`src/rtl/mul_arb_pkg.sv`:
```
// ---------------------------------------------------------------------------
// mul_arb_pkg
// Shared constants and types for the mul_arbiter codebase slice.
//   A_W / B_W / P_W : operand A, operand B and product widths (3, 4, 7)
//   state_e         : controller states IDLE, CALC, RESP
//   req_id_t        : requester identifier (0 or 1)
// ---------------------------------------------------------------------------
package mul_arb_pkg;

    localparam int A_W = 3;
    localparam int B_W = 4;
    localparam int P_W = 7;

    typedef enum logic [1:0] {
        IDLE = 2'd0,
        CALC = 2'd1,
        RESP = 2'd2
    } state_e;

    typedef logic req_id_t;

endpackage

```
`src/rtl/mul_arb_mult.sv`:
```
// ---------------------------------------------------------------------------
// mul_arb_mult
// Unsigned 3-bit x 4-bit combinational array multiplier.
// Ports:
//   a_i    in   A_W  multiplicand
//   b_i    in   B_W  multiplier
//   prod_o out  P_W  a_i * b_i, full width (max 7 * 15 = 105)
// ---------------------------------------------------------------------------
module mul_arb_mult
    import mul_arb_pkg::*;
(
    input  logic [A_W-1:0] a_i,
    input  logic [B_W-1:0] b_i,
    output logic [P_W-1:0] prod_o
);

    // One partial-product row per bit of A: B shifted by the bit position.
    always_comb begin
        // NOTE: assigning a default before any conditional update keeps every
        // path assigned, so no latch is inferred.
        prod_o = '0;
        for (int i = 0; i < A_W; i++) begin
            if (a_i[i]) begin
                prod_o = prod_o + (P_W'(b_i) << i);
            end
        end
    end

endmodule

```
`src/rtl/rr_arb2.sv`:
```
// ---------------------------------------------------------------------------
// rr_arb2
// Two-input round-robin picker, purely combinational.
// Ports:
//   valid      in   [1:0] request lines (bit 0 = requester 0)
//   last_grant in   1     requester that won the previous handshake
//   grant      out  1     chosen requester (meaningful only when any_valid)
//   any_valid  out  1     at least one request line is asserted
// ---------------------------------------------------------------------------
module rr_arb2
    import mul_arb_pkg::*;
(
    input  logic [1:0] valid,
    input  req_id_t    last_grant,
    output req_id_t    grant,
    output logic       any_valid
);

    // A tie goes to whichever requester did not win last time; a lone
    // request always wins.
    always_comb begin
        grant = 1'b0;
        case (valid)
            2'b10:   grant = 1'b1;
            2'b11:   grant = ~last_grant;
            default: grant = 1'b0;
        endcase
    end

    assign any_valid = |valid;

endmodule

```
`src/rtl/mul_arbiter.sv`:
```
// ---------------------------------------------------------------------------
// mul_arbiter
// Shares one 3x4 array multiplier between two requesters. A round-robin
// winner is accepted in IDLE, its operands are multiplied in CALC, and the
// registered product is held on the response channel in RESP until taken.
// Optional feature: define MUL_ARB_STATS_EN to add saturating per-requester
// grant counters (parameter CNT_W, ports grant_cnt0 / grant_cnt1).
// Ports:
//   clk, rst_n                  clock, asynchronous active-low reset
//   req0_valid/req1_valid  in   requester has an operand pair
//   req0_ready/req1_ready  out  requester accepted this cycle
//   req0_a/req1_a          in   multiplicand A (3 bits)
//   req0_b/req1_b          in   multiplier B (4 bits)
//   rsp_valid              out  product available
//   rsp_ready              in   consumer takes product
//   rsp_id                 out  requester owning the product
//   rsp_prod               out  unsigned A x B (7 bits)
//   grant_cnt0/grant_cnt1  out  accepted-request counts (stats build only)
// ---------------------------------------------------------------------------
module mul_arbiter
  import mul_arb_pkg::*;
#(
  parameter int CNT_W = 16
)
(
  input  logic           clk,
  input  logic           rst_n,
  input  logic           req0_valid,
  output logic           req0_ready,
  input  logic [A_W-1:0] req0_a,
  input  logic [B_W-1:0] req0_b,
  input  logic           req1_valid,
  output logic           req1_ready,
  input  logic [A_W-1:0] req1_a,
  input  logic [B_W-1:0] req1_b,
  output logic           rsp_valid,
  input  logic           rsp_ready,
  output logic           rsp_id,
  output logic [P_W-1:0] rsp_prod
`ifdef MUL_ARB_STATS_EN
  ,
  output logic [CNT_W-1:0] grant_cnt0,
  output logic [CNT_W-1:0] grant_cnt1
`endif
);

  state_e         state_q, state_d;
  logic [A_W-1:0] a_q, a_d;
  logic [B_W-1:0] b_q, b_d;
  req_id_t        id_q, id_d;
  req_id_t        last_grant_q, last_grant_d;
  logic [P_W-1:0] prod_q, prod_d;
  logic [P_W-1:0] mul_prod;
  logic [1:0]     valid_vec;
  req_id_t        grant;
  logic           any_valid;
  logic           accept;

  assign valid_vec = {req1_valid, req0_valid};

  rr_arb2 u_rr_arb2 (
    .valid      (valid_vec),
    .last_grant (last_grant_q),
    .grant      (grant),
    .any_valid  (any_valid)
  );

  // The grant only matters in IDLE; elsewhere no requester is accepted.
  assign accept = (state_q == IDLE) && any_valid;

  // Fed from the operand registers only, so the product depends solely on
  // what was latched at the accept edge.
  mul_arb_mult u_mult (
    .a_i    (a_q),
    .b_i    (b_q),
    .prod_o (mul_prod)
  );

  // ------------------------------------------------------------ FSM
  always_ff @(posedge clk or negedge rst_n) begin
    if (!rst_n) begin
      // NOTE: state elements use non-blocking assignment so every
      // register samples pre-edge values regardless of block order.
      state_q <= IDLE;
    end else begin
      state_q <= state_d;
    end
  end

  always_comb begin
    state_d = state_q;
    unique case (state_q)
      IDLE:    if (any_valid) state_d = CALC;
      CALC:    state_d = RESP;
      RESP:    if (rsp_ready) state_d = IDLE;
      default: state_d = IDLE;
    endcase
  end

  // Readys depend only on state and the valids; rsp_ready never reaches them.
  always_comb begin
    req0_ready = 1'b0;
    req1_ready = 1'b0;
    if (accept) begin
      req0_ready = (grant == 1'b0);
      req1_ready = (grant == 1'b1);
    end
    rsp_valid = (state_q == RESP);
  end

  // ------------------------------------------------------------ datapath
  always_comb begin
    a_d          = a_q;
    b_d          = b_q;
    id_d         = id_q;
    last_grant_d = last_grant_q;
    prod_d       = prod_q;
    if (accept) begin
      a_d          = grant ? req1_a : req0_a;
      b_d          = grant ? req1_b : req0_b;
      id_d         = grant;
      last_grant_d = grant;
    end
    if (state_q == CALC) begin
      prod_d = mul_prod;
    end
  end

  // last_grant resets to 1 so requester 0 wins the first tie.
  always_ff @(posedge clk or negedge rst_n) begin
    if (!rst_n) begin
      a_q          <= '0;
      b_q          <= '0;
      id_q         <= 1'b0;
      last_grant_q <= 1'b1;
      prod_q       <= '0;
    end else begin
      a_q          <= a_d;
      b_q          <= b_d;
      id_q         <= id_d;
      last_grant_q <= last_grant_d;
      prod_q       <= prod_d;
    end
  end

  assign rsp_prod = prod_q;
  assign rsp_id   = id_q;

`ifdef MUL_ARB_STATS_EN
  // ------------------------------------------------------------ statistics
  logic [CNT_W-1:0] cnt0_q, cnt0_d;
  logic [CNT_W-1:0] cnt1_q, cnt1_d;

  // Counters stick at all-ones instead of wrapping.
  always_comb begin
    cnt0_d = cnt0_q;
    cnt1_d = cnt1_q;
    if (accept && (grant == 1'b0) && (cnt0_q != '1)) begin
      cnt0_d = cnt0_q + CNT_W'(1);
    end
    if (accept && (grant == 1'b1) && (cnt1_q != '1)) begin
      cnt1_d = cnt1_q + CNT_W'(1);
    end
  end

  always_ff @(posedge clk or negedge rst_n) begin
    if (!rst_n) begin
      cnt0_q <= '0;
      cnt1_q <= '0;
    end else begin
      cnt0_q <= cnt0_d;
      cnt1_q <= cnt1_d;
    end
  end

  assign grant_cnt0 = cnt0_q;
  assign grant_cnt1 = cnt1_q;
`endif

endmodule

```
`config.mk`:
```
export PLATFORM = sky130hd
export DESIGN_NAME = mul_arbiter
export DESIGN_NICKNAME = d
export VERILOG_FILES = /design/src/rtl/mul_arb_pkg.sv /design/src/rtl/mul_arb_mult.sv /design/src/rtl/rr_arb2.sv /design/src/rtl/mul_arbiter.sv
export SDC_FILE = /design/constraint.sdc
export NUM_CORES = 1
export LEC_CHECK = 0
export CAP_MARGIN = 25
export CORE_AREA = 4 4 57 59
export DETAILED_ROUTE_END_ITERATION = 8
export DIE_AREA = 0 0 61 63
export PLACE_DENSITY = 0.78
export SETUP_SLACK_MARGIN = 0.1
export SYNTH_ARGS = -nofsm -noshare
export SYNTH_HDL_FRONTEND = slang
export SYNTH_SLANG_ARGS = --single-unit
```
`constraint.sdc`:
```
create_clock -name clk -period 3.5 [get_ports clk]
set_input_delay 0.7 -clock clk [delete_from_list [all_inputs] [get_ports clk]]
set_output_delay 0.7 -clock clk [all_outputs]
set_load 0.01 [all_outputs]
```
==> results.yml, run 1 <==
run_status:
  status: "complete, no violations"
synth:
  avgSynthCellArea_sq_um: 10.3
  synthMuxAreaShare: 0.0280
  yosysUniqueCellTypes: 30
  synth_ff_type: "dfrtp_1"
  synth_simple_gate_area_share: 0.123
  synth_fa_ha_area_frac: 0.107
  synth_compound_area_frac: 0.238
  yosys_warnings: 0
  synth_edf_count: 0
  synth_xor_area_frac: 0.0327
  yosysSeqAreaShare: 0.421
  async_flop_share: 1.00
  synth_top_family_by_area: "compound AO/OA/AOI/OAI gates"
  netlist_area_sq_um: 1070
  synth_seq_cells: 18
  syn_nets: 131
  synthCells: 104
worst_hold_path:
  hold_start: "rsp_prod[0]"
  hold_path_class: "reg -> reg"
worst_setup_path:
  cp.required_ns: 2.80
  reg2reg_from: "a_q[0]"
  startpoint_type: "input pin"
  path_class: "in -> out"
  worst_setup_path_end_kind: "output pin"
  worstPathMaxFanout: 8
  cp.arrival_ns: 2.13
  critPathLaunch: "req1_valid"
place:
  dp_hpwl_um: 1870
  port_buffers: 29
  place_congestion: 0.773
  placed_cells: 161
layout:
  final_common_cell: "clkdlybuf4s50_1"
  final_cells: 165
  area_growth_pct: 30.6
  layout-drive-gt1-share: 0.0672
  fin_nets: 162
  ff_latch_area_sq_um: 452
  diodes: 0
  final_cell_mix: "clkdlybuf4s50_1, dfrtp_1, a21o_1, nand2_1"
  multi_input_area_sq_um: 567
  fillers: 273
timing:
  fin_skew_ns: 0.000664
  timing.final.crit_share: 0.809
  finalHoldViolCount: 0
  tightest_slew_ns: 0.770
  maxSlewHeadroom: 0.485
  min_period_ns: 2.83
  rsz0062_at_grt: "no"
  drv_slew: 0
  max_freq_mhz: 353
  fin_tns_setup_ns: 0
  setup_viol: 0
detailed_routing:
  wl_um: 2280
  route.detailed.drc: 0
  vias: 862
  wl_per_cell_um: 13.8
  dr.pass1.iters: 4
  drtIter0Drc: 12
  viasPerCell: 5.22
  final_antenna_net_count: 0
floorplan:
  ios: 30
  die_x_um: 61
  coreArea_sq_um: 2710
  initial_utilization: 0.396
  num_rows: 19
  die_y_um: 63
  die_area_sq_um: 3840
global_routing:
  grt_pass1_wl_um: 3910
  antenna_found_initial: 0
  grt_start_max_net_pins: 19
  grt_pass1_vias: 920
  grt_overflow_total: 0
  grt_use_total: 0.135
power:
  p_per_area_nw_per_um2: 831
  leakage_nw: 0.706
  vdd_drop_max_mv: 0.428
clock_network:
  post_cts_buffers: 0
  ctsHoldBuffers: 0
  clk_path_buf_depth: 2
  ctsResizeCount: 0
  cts_tree: "built"
  clock-sinks: 18
  numCtsBuffers: 3
  htree_levels: 1
  path_clk_slew_ns: 0.10
  cts-root-buf: "clkbuf_4"
  clk_latency_ns: 0.29
run:
  drv_cap: 0
critical path, cell delays in order:
cell and delay (ns):
clkdlybuf4s50_1 0.44, nand2b_1 0.08, and3_1 0.30, clkdlybuf4s50_1 0.60
cell usage after synthesis, types with 2 or more instances:
| master | n | share of area |
|---|---|---|
| xnor2_1 | 2 | 0.016 |
| buf_6 | 2 | 0.021 |
| mux2i_1 | 3 | 0.028 |
| xor2_1 | 2 | 0.016 |
| inv_1 | 4 | 0.014 |
| ha_1 | 6 | 0.070 |
| o21ai_0 | 2 | 0.0093 |
| a21o_1 | 14 | 0.098 |
| o21ai_1 | 7 | 0.033 |
| a22o_1 | 7 | 0.057 |
| fa_1 | 2 | 0.037 |
| nand2b_1 | 2 | 0.012 |
| nand2_1 | 13 | 0.046 |
| a21oi_1 | 4 | 0.019 |
| dfrtp_1 | 17 | 0.40 |
| nor2_1 | 2 | 0.0070 |
| nand3b_1 | 2 | 0.014 |
sequential cells by signal, indices dropped and copies added, names as in the netlist:
name	count
rsp_id	1
a_q	3
rsp_prod	7
last_grant_q	1
state_q	2
b_q	4
path summary, 6_finish.rpt:
kind | endpoint | slack [ns] | depth (start not counted)
min in group asynchronous | a_q[0] | 0.84 | 1
setup reg to reg | rsp_prod[5] | 0.68 | 12
max in group asynchronous | rsp_prod[5] | 2.18 | 1
setup / recovery | req0_ready | 0.67 | 4
hold reg to reg | rsp_prod[0] | 0.49 | 2
hold / removal | rsp_prod[0] | 0.49 | 2
cell families (layout without fill, tap and decap cells):
| group | after synthesis | count (layout) |
|---|---|---|
| XOR/XNOR | 4 | 4 |
| AO/OA/AOI/OAI | 37 | 37 |
| AND/OR/NAND/NOR | 25 | 25 |
| adder cells (fa/ha/maj) | 8 | 8 |
| flip-flops | 18 | 18 |
| buffers and inverters | 9 | 39 |
| multiplexers | 3 | 3 |
cell type report:
class	count	share of cell area
Timing Repair Buffer	30	0.213
Multi-Input combinational cell	77	0.405
Sequential cell	18	0.323
Tap cell	31	0.0277
Clock buffer	4	0.0188
Inverter	5	0.0134
per-layer routing:
metal  part of all wire  track usage  up-vias
li1                   -            -      425
met1               0.41        0.168      401
met2               0.49        0.211       30
met3              0.075       0.0351        6
met4              0.021       0.0678        0
met5                  0            0        -
metrics by stage:
step | worst slack, ns | util | power [mW] | hold WS (ns) | instance area, sq um
after CTS | 0.658 | 0.517 | 1.18 | 0.503 | 1400
after global routing | 0.444 | 0.517 | 1.28 | 0.530 | 1400
after floorplan | 0.933 | - | 0.864 | 0.404 | 1070
after global placement | 0.704 | 0.507 | 1.03 | 0.466 | 1370
after detailed placement | 0.664 | 0.507 | 1.06 | 0.477 | 1370
final | 0.667 | 0.517 | 1.16 | 0.492 | 1400
power breakdown:
part / internal (mW) / switching, mW
clock network: 0.0444 / 0.0655
registers: 0.304 / 0.110
logic: 0.346 / 0.294
Note: power is estimated with default switching activity, not from simulation.
==> run 2: changes to the inputs <==
- clock period: 3.5 -> 2.8 ns (I/O delays scaled with it)
==> run 2 against run 1 <==
  * Global-route usage decreased by 0.39 points
  * Die area unchanged
  * Total power increased by 33%
  * Wire length decreased by 3.7%
  * Clock skew increased by 0.014 ns
  * Utilization increased by 2.4 points
  * Hold slack got worse by 0.0043 ns
  * Clock power increased by 25%
  * Via count increased by 2.0%
  * Critical path type unchanged
  * Combinational power increased by 45%
  * Largest power group unchanged
  * Final area increased by 4.6%
  * Critical endpoint unchanged
==> results.yml, run 2 (synthesis results as in run 1) <==
power:
  intPower_uw: 939
  power_frac_comb: 0.599
  vdd_drop_max_mv: 0.626
  pwr-share-clk: 0.088
  p_sw_uw: 612
  leakage_nw: 0.727
  p_per_area_nw_per_um2: 1060
  swShare: 0.395
  pwr-share-seq: 0.312
layout:
  final_common_cell: "clkdlybuf4s50_1"
  fin_nets: 166
  multi_input_area_sq_um: 601
  final_cells: 169
  largest_reg_flops: 7
  ff_latch_area_sq_um: 452
  final_util: 0.540
  layout-drive-gt1-share: 0.145
  diodes: 0
  final_cell_mix: "clkdlybuf4s50_1, dfrtp_1, a21o_1, nand2_1"
  fillers: 273
  area_growth_pct: 36.5
timing:
  setup_viol: 0
  fin_tns_setup_ns: 0
  rsz0062_at_grt: "no"
  min_period_ns: 2.58
  maxSlewHeadroom: 0.472
  finalHoldViolCount: 0
  timing.final.crit_share: 0.920
  fin_skew_ns: 0.0144
  drv_slew: 0
  max_freq_mhz: 388
  tightest_slew_ns: 0.789
detailed_routing:
  vias: 879
  drtIter0Drc: 16
  final_antenna_net_count: 0
  wl_per_cell_um: 13.0
  wl_um: 2190
  viasPerCell: 5.20
  dr.pass1.iters: 4
  route.detailed.drc: 0
run_status:
  status: "complete, no violations"
floorplan:
  num_rows: 19
  die_x_um: 61
  coreArea_sq_um: 2710
  initial_utilization: 0.396
  die_area_sq_um: 3840
  die_y_um: 63
  ios: 30
global_routing:
  grt_use_total: 0.131
  grt_pass1_vias: 930
  grt_start_max_net_pins: 19
  grt_overflow_total: 0
  grt_pass1_wl_um: 3880
  antenna_found_initial: 0
worst_setup_path:
  worstPathMaxFanout: 8
  worst_setup_path_end_kind: "output pin"
  r2r_end: "rsp_prod[5]"
  reg2reg_from: "b_q[1]"
  startpoint_type: "input pin"
  critPathLaunch: "req0_valid"
  path_class: "in -> out"
  reg2reg_depth: 12
  cp.required_ns: 2.24
  r2r_slack_ns: 0.29
  cp.arrival_ns: 2.02
  crit_end: "req0_ready"
clock_network:
  cts-root-buf: "clkbuf_4"
  clock-sinks: 18
  clk_latency_ns: 0.30
  htree_levels: 1
  path_clk_slew_ns: 0.09
  clk_path_buf_depth: 2
  numCtsBuffers: 3
  cts_tree: "built"
  ctsHoldBuffers: 0
place:
  place_congestion: 0.760
  placed_cells: 164
  port_buffers: 29
worst_hold_path:
  hold_path_class: "reg -> reg"
run:
  drv_cap: 0
## run 2: cell count changes in the layout (fill, tap and decap cells not counted)
cell     delta
xor2_1      -1
fa_2        +1
nand2_2     +1
xor2_2      +1
and2_4      +1
nand2_1     -1
ha_1        -2
fa_1        -1
ha_4        +1
buf_4       +4
and2_1      -1
a21oi_1     -1
a21oi_2     +1
ha_2        +1
## run 2: per-layer routing
layer  vias up  global-route usage  part of all wire
met3         5              0.0186             0.054
li1        433                   -                 -
met4         0              0.0650             0.023
met5         -                   0                 0
met1       412               0.179              0.45
met2        29               0.199              0.47
## run 2: what timing repair did
| action | in CTS | in global routing |
|---|---|---|
| gates resized for setup | 0 | 7 |
| setup endpoints to repair | 0 | 3 |
| buffers inserted | 0 | 1 |
## run 2: stage by stage
stage          setup slack [ns]  power (mW)  hold WS [ns]  instance area (sq um)
5_1_grt                   0.107        1.72         0.532                   1460
6_report                  0.223        1.55         0.488                   1460
4_1_cts                   0.137        1.50         0.500                   1420
2_1_floorplan             0.233        1.08         0.264                   1070
3_5_place_dp              0.165        1.35         0.475                   1400
3_3_place_gp              0.257        1.32         0.466                   1400
## run 2: worst min path at each step
stage | startpoint | to | slack, ns | cells after the start
floorplan | rst_n | a_q[0] | 0.26 | 0
global placement | rsp_id | rsp_id | 0.47 | 1
detailed placement | rsp_id | rsp_id | 0.47 | 1
CTS | rsp_prod[1] | rsp_prod[1] | 0.50 | 2
global route | rsp_id | rsp_id | 0.53 | 1
finish | rsp_prod[1] | rsp_prod[1] | 0.49 | 2
## run 2: critical path, cell delays in order
cell and delay [ns]:
clkdlybuf4s50_1 0.51, and3_1 0.34, clkdlybuf4s50_1 0.60
## run 2: power groups by stage
stage | Sequential [mW] | Clock (mW) | Combinational [mW]
floorplan | 0.488 | 0 | 0.592
global placement | 0.479 | 0 | 0.841
detailed placement | 0.487 | 0 | 0.863
CTS | 0.483 | 0.142 | 0.871
global route | 0.502 | 0.157 | 1.06
finish | 0.484 | 0.137 | 0.930
## run 2: area by class of cell
type                       count  share of cell area
clock buffer                   4              0.0179
inverter                       5              0.0128
multi-input combinational     77               0.410
sequential                    18               0.309
tap                           31              0.0265
timing repair buffer          34               0.224
==> run 3: changes to the inputs <==
- CORE_AREA: 4 4 57 59 -> 4 4 61 63
- DIE_AREA: 0 0 61 63 -> 0 0 65 67
- PLACE_DENSITY: 0.78 -> 0.71
==> run 3 against run 2 <==
  * Clock-buffer cell count stayed put
  * Clock skew decreased by 0.0019 ns
  * Critical path depth up 9
  * Global-route usage up 0.57 points
  * Flip-flop and latch count unchanged
  * Non-clock buffer count is 2 higher
  * Worst setup slack worse by 0.035 ns
  * Utilization fell by 7.4 points
  * Via count increased by 2.5%
  * Critical endpoint is now rsp_prod[5]
  * Wire length is 17% higher
  * Critical path type is now reg -> reg
  * Combinational power rose by 5.7%
  * Hold slack improved by 0.00080 ns
==> results.yml, run 3 (synthesis results as in run 1) <==
clock_network:
  path_clk_slew_ns: 0.11
  cts-root-buf: "clkbuf_4"
  htree_levels: 1
  clock-sinks: 18
  clk_path_buf_depth: 2
  ctsHoldBuffers: 0
  numCtsBuffers: 3
  cts_tree: "built"
  clk_latency_ns: 0.30
detailed_routing:
  vias: 901
  drtIter0Drc: 10
  wl_per_cell_um: 13.8
  dr.pass1.iters: 4
  final_antenna_net_count: 0
  viasPerCell: 4.84
  wl_um: 2570
  route.detailed.drc: 0
layout:
  area_growth_pct: 40.4
  stdcell_area_sq_um: 1510
  final_common_cell: "clkdlybuf4s50_1"
  ff_latch_area_sq_um: 452
  final_cell_mix: "clkdlybuf4s50_1, dfrtp_1, a21o_1, nand2_1"
  final_util: 0.466
  largest_reg_flops: 7
  layout-drive-gt1-share: 0.164
  diodes: 0
  fin_nets: 168
  multi_input_area_sq_um: 608
  fillers: 312
  final_cells: 186
timing:
  fin_skew_ns: 0.0125
  min_period_ns: 2.61
  drv_slew: 0
  max_freq_mhz: 383
  timing.final.crit_share: 0.933
  holdWs_ns: 0.489
  fin_tns_setup_ns: 0
  maxSlewHeadroom: 0.415
  rsz0062_at_grt: "no"
  finalHoldViolCount: 0
  setup_viol: 0
  tightest_slew_ns: 0.875
  timing.final.ws_setup_ns: 0.189
floorplan:
  die_area_sq_um: 4360
  initial_utilization: 0.332
  die_x_um: 65
  ios: 30
  die_y_um: 67
  num_rows: 21
  coreArea_sq_um: 3230
power:
  vdd_drop_max_mv: 0.395
  p_per_area_nw_per_um2: 1070
  leakage_nw: 0.745
  power_mw: 1.61
place:
  placed_cells: 180
  dp_slack_ns: 0.151
  dp_hpwl_um: 1940
  place_area_sq_um: 1420
  port_buffers: 29
  place_congestion: 0.921
global_routing:
  grt_start_max_net_pins: 19
  grt_pass1_vias: 932
  grt_use_total: 0.137
  antenna_found_initial: 0
  grt_pass1_wl_um: 4550
  grt_overflow_total: 0
worst_setup_path:
  path_class: "reg -> reg"
  worstPathMaxFanout: 3
  critPathSlowestCell: "dfrtp_1"
  cp.arrival_ns: 2.81
  startpoint_type: "register"
  cp.required_ns: 3.00
  worstPathCellList: "and2_4, ha_2, inv_1, fa_2, xnor2_2, nand2_1, xor2_2, ha_1, a21o_1, a21oi_2, xor2_1, o21ai_1"
  worst_setup_path_end_kind: "register"
  slowest_delay_ns: 0.37
worst_hold_path:
  hold_path_class: "reg -> reg"
run:
  drv_cap: 0
run_status:
  status: "complete, no violations"
## run 3: changes by cell type in the layout (fill, tap and decap cells not counted)
| cell | change |
|---|---|
| xnor2_1 | -1 |
| xnor2_2 | +1 |
| buf_4 | +2 |
## run 3: where the power goes
| part | internal (mW) | total (mW) | switching [mW] |
|---|---|---|---|
| Sequential | 0.380 | 0.485 | 0.105 |
| Combinational | 0.529 | 0.983 | 0.454 |
| Clock | 0.0556 | 0.141 | 0.0849 |
| Total | 0.964 | 1.61 | 0.644 |
## run 3: worst max-delay path: cells and delay by family (launching register included)
family | cells | cell delay, ns
buf+inv | 1 | 0.07
simple gates | 2 | 0.25
xor+xnor | 3 | 0.58
fa+ha+maj | 3 | 0.83
compound gates | 3 | 0.42
flops | 1 | 0.37
## run 3: worst paths after layout
check	start	end	slack (ns)	depth (start not counted)
max in group asynchronous	rst_n	rsp_prod[2]	1.51	1
worst min register to register	rsp_prod[1]	rsp_prod[1]	0.49	2
worst max register to register	b_q[1]	rsp_prod[5]	0.19	12
min in group asynchronous	rst_n	b_q[1]	0.74	1
worst min-delay path	rsp_prod[1]	rsp_prod[1]	0.49	2
worst max-delay path	b_q[1]	rsp_prod[5]	0.19	12
## run 3: what timing repair did
item                                    in CTS  in global routing
resized for setup                            1                  7
cloned                                       0                  0
buffers inserted                             0                  2
pin swaps                                    0                  3
endpoints found under the setup margin       1                  3
## run 3: cell type report
cell class / count / area share
clock buffer: 4 / 0.0175
tap: 46 / 0.0382
sequential: 18 / 0.300
inverter: 5 / 0.0125
multi-input combinational: 77 / 0.404
timing repair buffer: 36 / 0.228
## run 3: routing by layer
metal  GRT usage  share of wire
met4      0.0554          0.014
met5           0              0
met1       0.164           0.44
met2       0.236           0.49
met3      0.0320          0.053
